$ cat config.mk
export PLATFORM = sky130hd
export DESIGN_NAME = fifo_rd_stream
export DESIGN_NICKNAME = d
export VERILOG_FILES = /design/src/rtl/fifo_rd_stream.sv
export SDC_FILE = /design/constraint.sdc
export NUM_CORES = 1
export LEC_CHECK = 0
export ABC_CLOCK_PERIOD_IN_PS = 2500
export CAP_MARGIN = 20
export CORE_MARGIN = 1.5
export CORE_UTILIZATION = 53
export DETAILED_ROUTE_END_ITERATION = 10
export GPL_TIMING_DRIVEN = 0
export PLACE_DENSITY = 0.85
export SYNTH_ARGS = -nofsm -noshare
export SYNTH_HDL_FRONTEND = slang
export SYNTH_SLANG_ARGS = --single-unit
$ cat constraint.sdc
create_clock -name clk -period 2.5 [get_ports clk]
set_input_delay 0.5 -clock clk [delete_from_list [all_inputs] [get_ports clk]]
set_output_delay 0.5 -clock clk [all_outputs]
set_load 0.02 [all_outputs]
$ cat src/rtl/fifo_rd_stream.sv
// Read adapter: turns a sync-RAM fifo's re/empty/dataOut port into a valid/ready stream.
// Optional accepted-beat counter port enabled by defining FIFO_RD_STREAM_STATS_EN.
module fifo_rd_stream #(
  parameter int unsigned WIDTH     = 16,
  parameter int unsigned RD_LAT    = 1,
  parameter int unsigned BUF_DEPTH = 2
) (
  input  logic             clk,
  input  logic             rst,
  input  logic             fifo_empty,
  output logic             fifo_re,
  input  logic [WIDTH-1:0] fifo_data,
  output logic             m_valid,
  input  logic             m_ready,
  output logic [WIDTH-1:0] m_data,
  output logic             busy
`ifdef FIFO_RD_STREAM_STATS_EN
  ,
  output logic [31:0]      beat_count
`endif
);

  localparam int unsigned CW = $clog2(BUF_DEPTH + 1);
  localparam int unsigned PW = $clog2(BUF_DEPTH);

  logic [CW-1:0]    credit_q, credit_d;
  logic [CW-1:0]    count_q, count_d;
  logic [PW-1:0]    head_q, head_d;
  logic [PW-1:0]    tail_q, tail_d;
  logic [WIDTH-1:0] mem_q [BUF_DEPTH];
  logic [WIDTH-1:0] mem_d [BUF_DEPTH];
  logic [RD_LAT-1:0] infl_q, infl_d;
  logic             m_valid_q, m_valid_d;
  logic [WIDTH-1:0] m_data_q, m_data_d;
  logic             busy_q, busy_d;
  logic             pop;
  logic             land;

  function automatic logic [PW-1:0] ptr_inc(input logic [PW-1:0] p);
    return (p == PW'(BUF_DEPTH - 1)) ? '0 : p + PW'(1);
  endfunction

  assign pop  = m_valid_q & m_ready;
  assign land = infl_q[RD_LAT-1];

  // Issue a read only when the word is guaranteed a buffer slot on return.
  assign fifo_re = !rst && !fifo_empty && ((credit_q - CW'(pop)) < CW'(BUF_DEPTH));

  assign m_valid = m_valid_q;
  assign m_data  = m_data_q;
  assign busy    = busy_q;

  always_comb begin
    infl_d    = infl_q << 1;
    infl_d[0] = fifo_re;
    head_d    = pop  ? ptr_inc(head_q) : head_q;
    tail_d    = land ? ptr_inc(tail_q) : tail_q;
    for (int i = 0; i < int'(BUF_DEPTH); i++) begin
      mem_d[i] = mem_q[i];
    end
    if (land) begin
      mem_d[tail_q] = fifo_data;
    end
    count_d   = count_q + CW'(land) - CW'(pop);
    credit_d  = credit_q + CW'(fifo_re) - CW'(pop);
    m_valid_d = (count_d != '0);
    // Hold the last shown word when the buffer drains; it is not valid then.
    m_data_d  = m_valid_d ? mem_d[head_d] : m_data_q;
    busy_d    = (credit_d != '0);
  end

  always_ff @(posedge clk) begin
    if (rst) begin
      credit_q  <= '0;
      count_q   <= '0;
      head_q    <= '0;
      tail_q    <= '0;
      infl_q    <= '0;
      m_valid_q <= 1'b0;
      m_data_q  <= '0;
      busy_q    <= 1'b0;
      for (int i = 0; i < int'(BUF_DEPTH); i++) begin
        mem_q[i] <= '0;
      end
    end else begin
      credit_q  <= credit_d;
      count_q   <= count_d;
      head_q    <= head_d;
      tail_q    <= tail_d;
      infl_q    <= infl_d;
      m_valid_q <= m_valid_d;
      m_data_q  <= m_data_d;
      busy_q    <= busy_d;
      for (int i = 0; i < int'(BUF_DEPTH); i++) begin
        mem_q[i] <= mem_d[i];
      end
    end
  end

`ifdef FIFO_RD_STREAM_STATS_EN
  logic [31:0] beat_q;

  // Saturating count of accepted output beats.
  always_ff @(posedge clk) begin
    if (rst) begin
      beat_q <= '0;
    end else if (pop && (beat_q != 32'hFFFF_FFFF)) begin
      beat_q <= beat_q + 32'd1;
    end
  end

  assign beat_count = beat_q;
`endif

endmodule
Word-level counts from Yosys, hierarchy flattened. Memory sizes are Yosys's and may differ from the RTL's. Index checks and enable logic that the tools add are counted.

Memories: 1. Bits of input ports: 20. RAM bits: 32. Flip-flop bits (word level): 25.

Memory list: mem_q (words 2, bits a word 16, rd ports 2, clocked after memory_dff 0, wr ports 2, line 30) `logic [WIDTH-1:0] mem_q [BUF_DEPTH];`.

Bitwise gates (word level): 5. Add/subtract/negate cells: 7. Mux-type cells: 15. Reductions and logical operators: 7. Order comparisons: 4.

Operators by type and width (count): $mux 16 (6); $bwmux 32 (1); $mux 32 (1); $demux 16 s1 (1); $mux 1 (6); $sub 2x1->2 (3); $add 2x1->2 (2); $ge 2x2->1 const B (2); $not 1->2 (2); $reduce_bool 2->1 (2); $logic_and 1x1->1 (3); $add 1x1->1 const B (2); $logic_not 1->1 (2); $lt 2x1->1 const B (1); $lt 2x2->1 const B (1); $or 1x1->1 (2); $and 1x1->1 (1).

Depth between registers and ports, before layout. Gate-level depths: netlist of the first run.

Word-level depth: 10. Depth in mapped cells: 10.

Worst setup path after synthesis of the first run. No wires, ideal clock.

Kind: input -> register. From: in m_ready. To: reg busy_q, in the netlist busy. Setup time: 115 ps. Data arrival time: 2084 ps. Stages: 6. Path slack: 301 ps. Cell sequence: and2_1 -> ha_1 -> xor2_1 -> nor3_1 -> ha_1 -> o21ba_2.

Word-level cells in the longest chain between the ends: 7.

Ends and longest elaborated chain: start, declared (line 14) `input logic m_ready,`; $and 1x1->1 (line 43) `assign pop = m_valid_q & m_ready;`; $sub 2x1->2 (line 47) `assign fifo_re = !rst && !fifo_empty && ((credit_q - CW'(pop)) < CW'(BUF_DEPTH));`; $lt 2x2->1 (line 47); $logic_and 1x1->1 (line 47); net fifo_re (line 11) `output logic fifo_re,`; $add 2x1->2 (line 65) `credit_d = credit_q + CW'(fifo_re) - CW'(pop);`; $sub 2x1->2 (line 65); net credit_d[0] (line 26) `logic [CW-1:0] credit_q, credit_d;`; $reduce_bool 2->1 (line 69) `busy_d = (credit_d != '0);`; end signal, assigned (line 93) `busy_q <= busy_d;`; end, declared (line 35) `logic busy_q, busy_d;`.

The timed path passes the listed nets, and every way through them passes these cells. A chain may end at the register's enable or synchronous reset.

Final worst setup path of the first run.
From: reg infl_q. To: reg m_data_q[2], in the netlist m_data[2].

Word-level cells in the longest chain between the ends: 4.

Ends and longest elaborated chain: start, declared (line 32) `logic [RD_LAT-1:0] infl_q, infl_d;`; start signal, assigned (line 90) `infl_q <= infl_d;`; parallel branches: the longest is 4 deep, another holds $add 2x1->2; end signal, assigned (line 92) `m_data_q <= m_data_d;`; end, declared (line 34) `logic [WIDTH-1:0] m_data_q, m_data_d;`.

Several ways; the timed one is not identified. The select of a mux whose other input is x is not followed.

==> results_dict.tcl, run 1 <==
set metrics [dict create \
    syn-num-nets 299 \
    min_path_type "reg -> reg" \
    setup-violations-final 0 \
    synthTopCellsByArea "dfxtp_1, a21oi_1, and3b_1" \
    p_leak_nw 1.30 \
    grt.overflow.total 0 \
    synth_seq_area_share 0.458 \
    r2r_end "m_data[2]" \
    startpoint_type "flop" \
    finalCriticalPeriod_ns 2.31 \
    yosys.area.top_type "dfxtp_1" \
    antenna_found_initial 0 \
    place.gp.congestion 0.918 \
    clk_latency_ns 0.35 \
    tritoncts.num_buffers 9 \
    status "completed" \
    final.setup_skew_ns 0.00575 \
    io_buffers 37 \
    worstPathCellList "clkbuf_2 > inv_1 > ha_1 > inv_1 > ha_1 > xnor3_1 > a21o_1 > buf_6 > buf_8 > o32ai_1" \
    drive_gt1_frac 0.0881 \
    rows 24 \
    grt_pass1_vias 2168 \
    die-area_mm2 0.00513 \
    grt_pass1_wl_mm 10.3 \
    clock-sinks 57 \
    htreeDepth 3 \
    post-route-period-util 0.924 \
    core_area_mm2 0.00444 \
    nFillCells 355 \
    cp.arrival_ns 2.55 \
    hold_ws_ns 0.456 \
    diodes 0 \
    ys.flop_type "dfxtp_1" \
    drt_wl_total_mm 6.36 \
    min-delay-start "m_data[7]" \
    r2r_start "infl_q" \
    drt_iter0_drc 294 \
    async_flop_share 0 \
    cp_slowest_cell "dfxtp_2" \
    reg2reg_slack_ns 0.19 \
    drt_pre_antenna_iters 6 \
    drcViolationCount 0 \
    worst-setup-path-type "reg -> reg" \
    die_x_um 71.6 \
    path_max_fanout 10 \
    finalSetupTns_ns 0 \
    clkTransAtPathRegs_ns 0.06 \
    drv_slew 0 \
    hold_depth 2 \
    cts_root_buffer "clkbuf_8" \
    hold_end "m_data[7]" \
    drv_cap 0 \
    clockBufferDepth 2 \
    synth_cell_type_count 29 \
    synth_top_area_frac 0.458 \
    synthesis.instances 275 \
    yosysWarningCount 0 \
    initial_core_util 0.561 \
    reg2reg_depth 10 \
    synth_edf_count 0 \
    crit_path_end_kind "flop" \
    grt_setup_unrepaired "false" \
    tightestPinTransition_ns 0.576 \
    slowest_delay_ns 0.38 \
    syn_avg_cell_area_um2 9.07 \
    ant_nets 0 \
    final_hold_viol_count 0 \
    areaGrowthSynthToFinish_pct 26.3 \
    cts_tree "done" \
    die_h_um 71.6 \
    crit_required_ns 2.74 \
    avgViaCountPerCell 5.95 \
    critPathTopFamily "buffers and inverters" \
    max_freq_mhz 433 \
    vias 2268 \
    routedWlPerCell_um 16.7 \
    powerDensity_mw_per_mm2 1090 \
    layout.nets 348 \
    cp_num_buf_inv 5 \
    grt_usage 0.268 \
    hpwlAfterDp_mm 4.31 \
    max-slew-margin-rel 0.606 \
    synth_seq_cells 57 \
    synthesis.area_mm2 0.00249 \
    pin_count 39 \
    peakVddDrop_mv 0.613 \
    grt_max_degree 11 \
]
==> how the worst max path moves through the flow <==
stage	startpoint	depth (start not counted)	slack [ns]	end
6_report	infl_q	10	0.19	m_data[2]
3_5_place_dp	m_ready	6	-0.46	fifo_re
3_3_place_gp	m_ready	6	-0.43	fifo_re
2_1_floorplan	m_ready	6	0.30	busy
5_1_grt	infl_q	10	0.05	m_data[2]
4_1_cts	m_ready	9	0.03	m_data[2]
==> synth_stat cells, types with 2 or more instances <==
cell and count:
nor2_1 34, a221oi_1 16, buf_2 2, nor2b_1 2
clkbuf_1 20, a21oi_1 34, xor2_1 2, o32ai_1 16
dfxtp_1 57, nand3b_1 2, and3_1 16, inv_1 21
ha_1 4, nand2_1 2, and3b_1 17, a2111oi_0 16
nor3_1 2
==> area by class of cell <==
class / instances / area, um^2 / share of cell area
clock buffer: 14 / 183 / 0.0580
inverter: 22 / 82.6 / 0.0262
buffer: 26 / 121 / 0.0385
sequential: 57 / 1140 / 0.363
clock inverter: 2 / 10.0 / 0.00318
tap: 52 / 65.1 / 0.0207
multi-input combinational: 170 / 1170 / 0.371
timing repair buffer: 38 / 375 / 0.119
==> report_power, final <==
part | switching [mW] | internal, mW | total (mW)
clock | 0.353 | 0.464 | 0.818
combinational | 0.772 | 0.634 | 1.41
sequential | 0.107 | 1.11 | 1.22
total | 1.23 | 2.21 | 3.44
==> logic make-up (layout without fill, tap and decap cells) <==
| family | Yosys count | after routing | synth area share |
|---|---|---|---|
| AO/OA/AOI/OAI | 86 | 86 | 0.251 |
| AND/OR/NAND/NOR | 77 | 77 | 0.174 |
| flip-flops | 57 | 57 | 0.458 |
| buffers and inverters | 48 | 102 | 0.0813 |
| adder cells (fa/ha/maj) | 4 | 4 | 0.0201 |
| XOR/XNOR | 3 | 3 | 0.0161 |
==> worst min-delay path, stage by stage (launching register included) <==
cell,delay (ns)
dfxtp_1,0.31
inv_1,0.05
o32ai_1,0.05
==> cells in the final DEF, fill, tap and decap left out, types with 2 or more instances in the layout <==
cell             count
a2111oi_0           16
a21oi_1             34
a221oi_1            16
and3_1              16
and3b_1             17
buf_2                3
clkbuf_1            20
clkbuf_2             2
clkbuf_8            13
clkdlybuf4s50_1     35
clkinv_2             2
dfxtp_1             56
ha_1                 4
inv_1               21
nand2_1              2
nand3b_1             2
nor2_1              34
nor2b_1              2
o32ai_1             15
==> registers in the layout (all words and copies together), names as in the netlist <==
signal and flops:
busy 1, m_data 16, credit_q 2, infl_q 1
tail_q 1, mem_q 32, m_valid 1, head_q 1
count_q 2
==> timing repair <==
| item | in CTS | in global routing |
|---|---|---|
| hold buffers | 0 | 0 |
| pin swaps | 0 | 1 |
| buffers inserted | 0 | 1 |
| setup endpoints to repair | 11 | 11 |
| gates resized for setup | 8 | 3 |
==> through the flow <==
stage | util | instances | setup slack (ns) | instance area, um^2 | power [mW]
2_1_floorplan | - | 275 | 0.301 | 2490 | 2.09
3_3_place_gp | 0.659 | 364 | -0.435 | 2930 | 2.56
3_5_place_dp | 0.659 | 364 | -0.459 | 2930 | 2.59
4_1_cts | 0.704 | 380 | 0.0296 | 3130 | 3.41
5_1_grt | 0.709 | 381 | 0.0546 | 3150 | 3.62
6_report | 0.709 | 381 | 0.191 | 3150 | 3.44
==> per-layer routing <==
layer / GRT usage / share of wire
met4: 0.166 / 0.018
met5: 0 / 0
met3: 0.0492 / 0.087
met1: 0.358 / 0.42
met2: 0.402 / 0.48
No activity file was read; power rests on OpenSTA's default activity.
==> inputs of run 2 (changes only) <==
Settings changed: SLEW_MARGIN set to 20.
==> results of run 2 <==
Same layout as run 1: the final DEF is identical, and so are final timing and power.
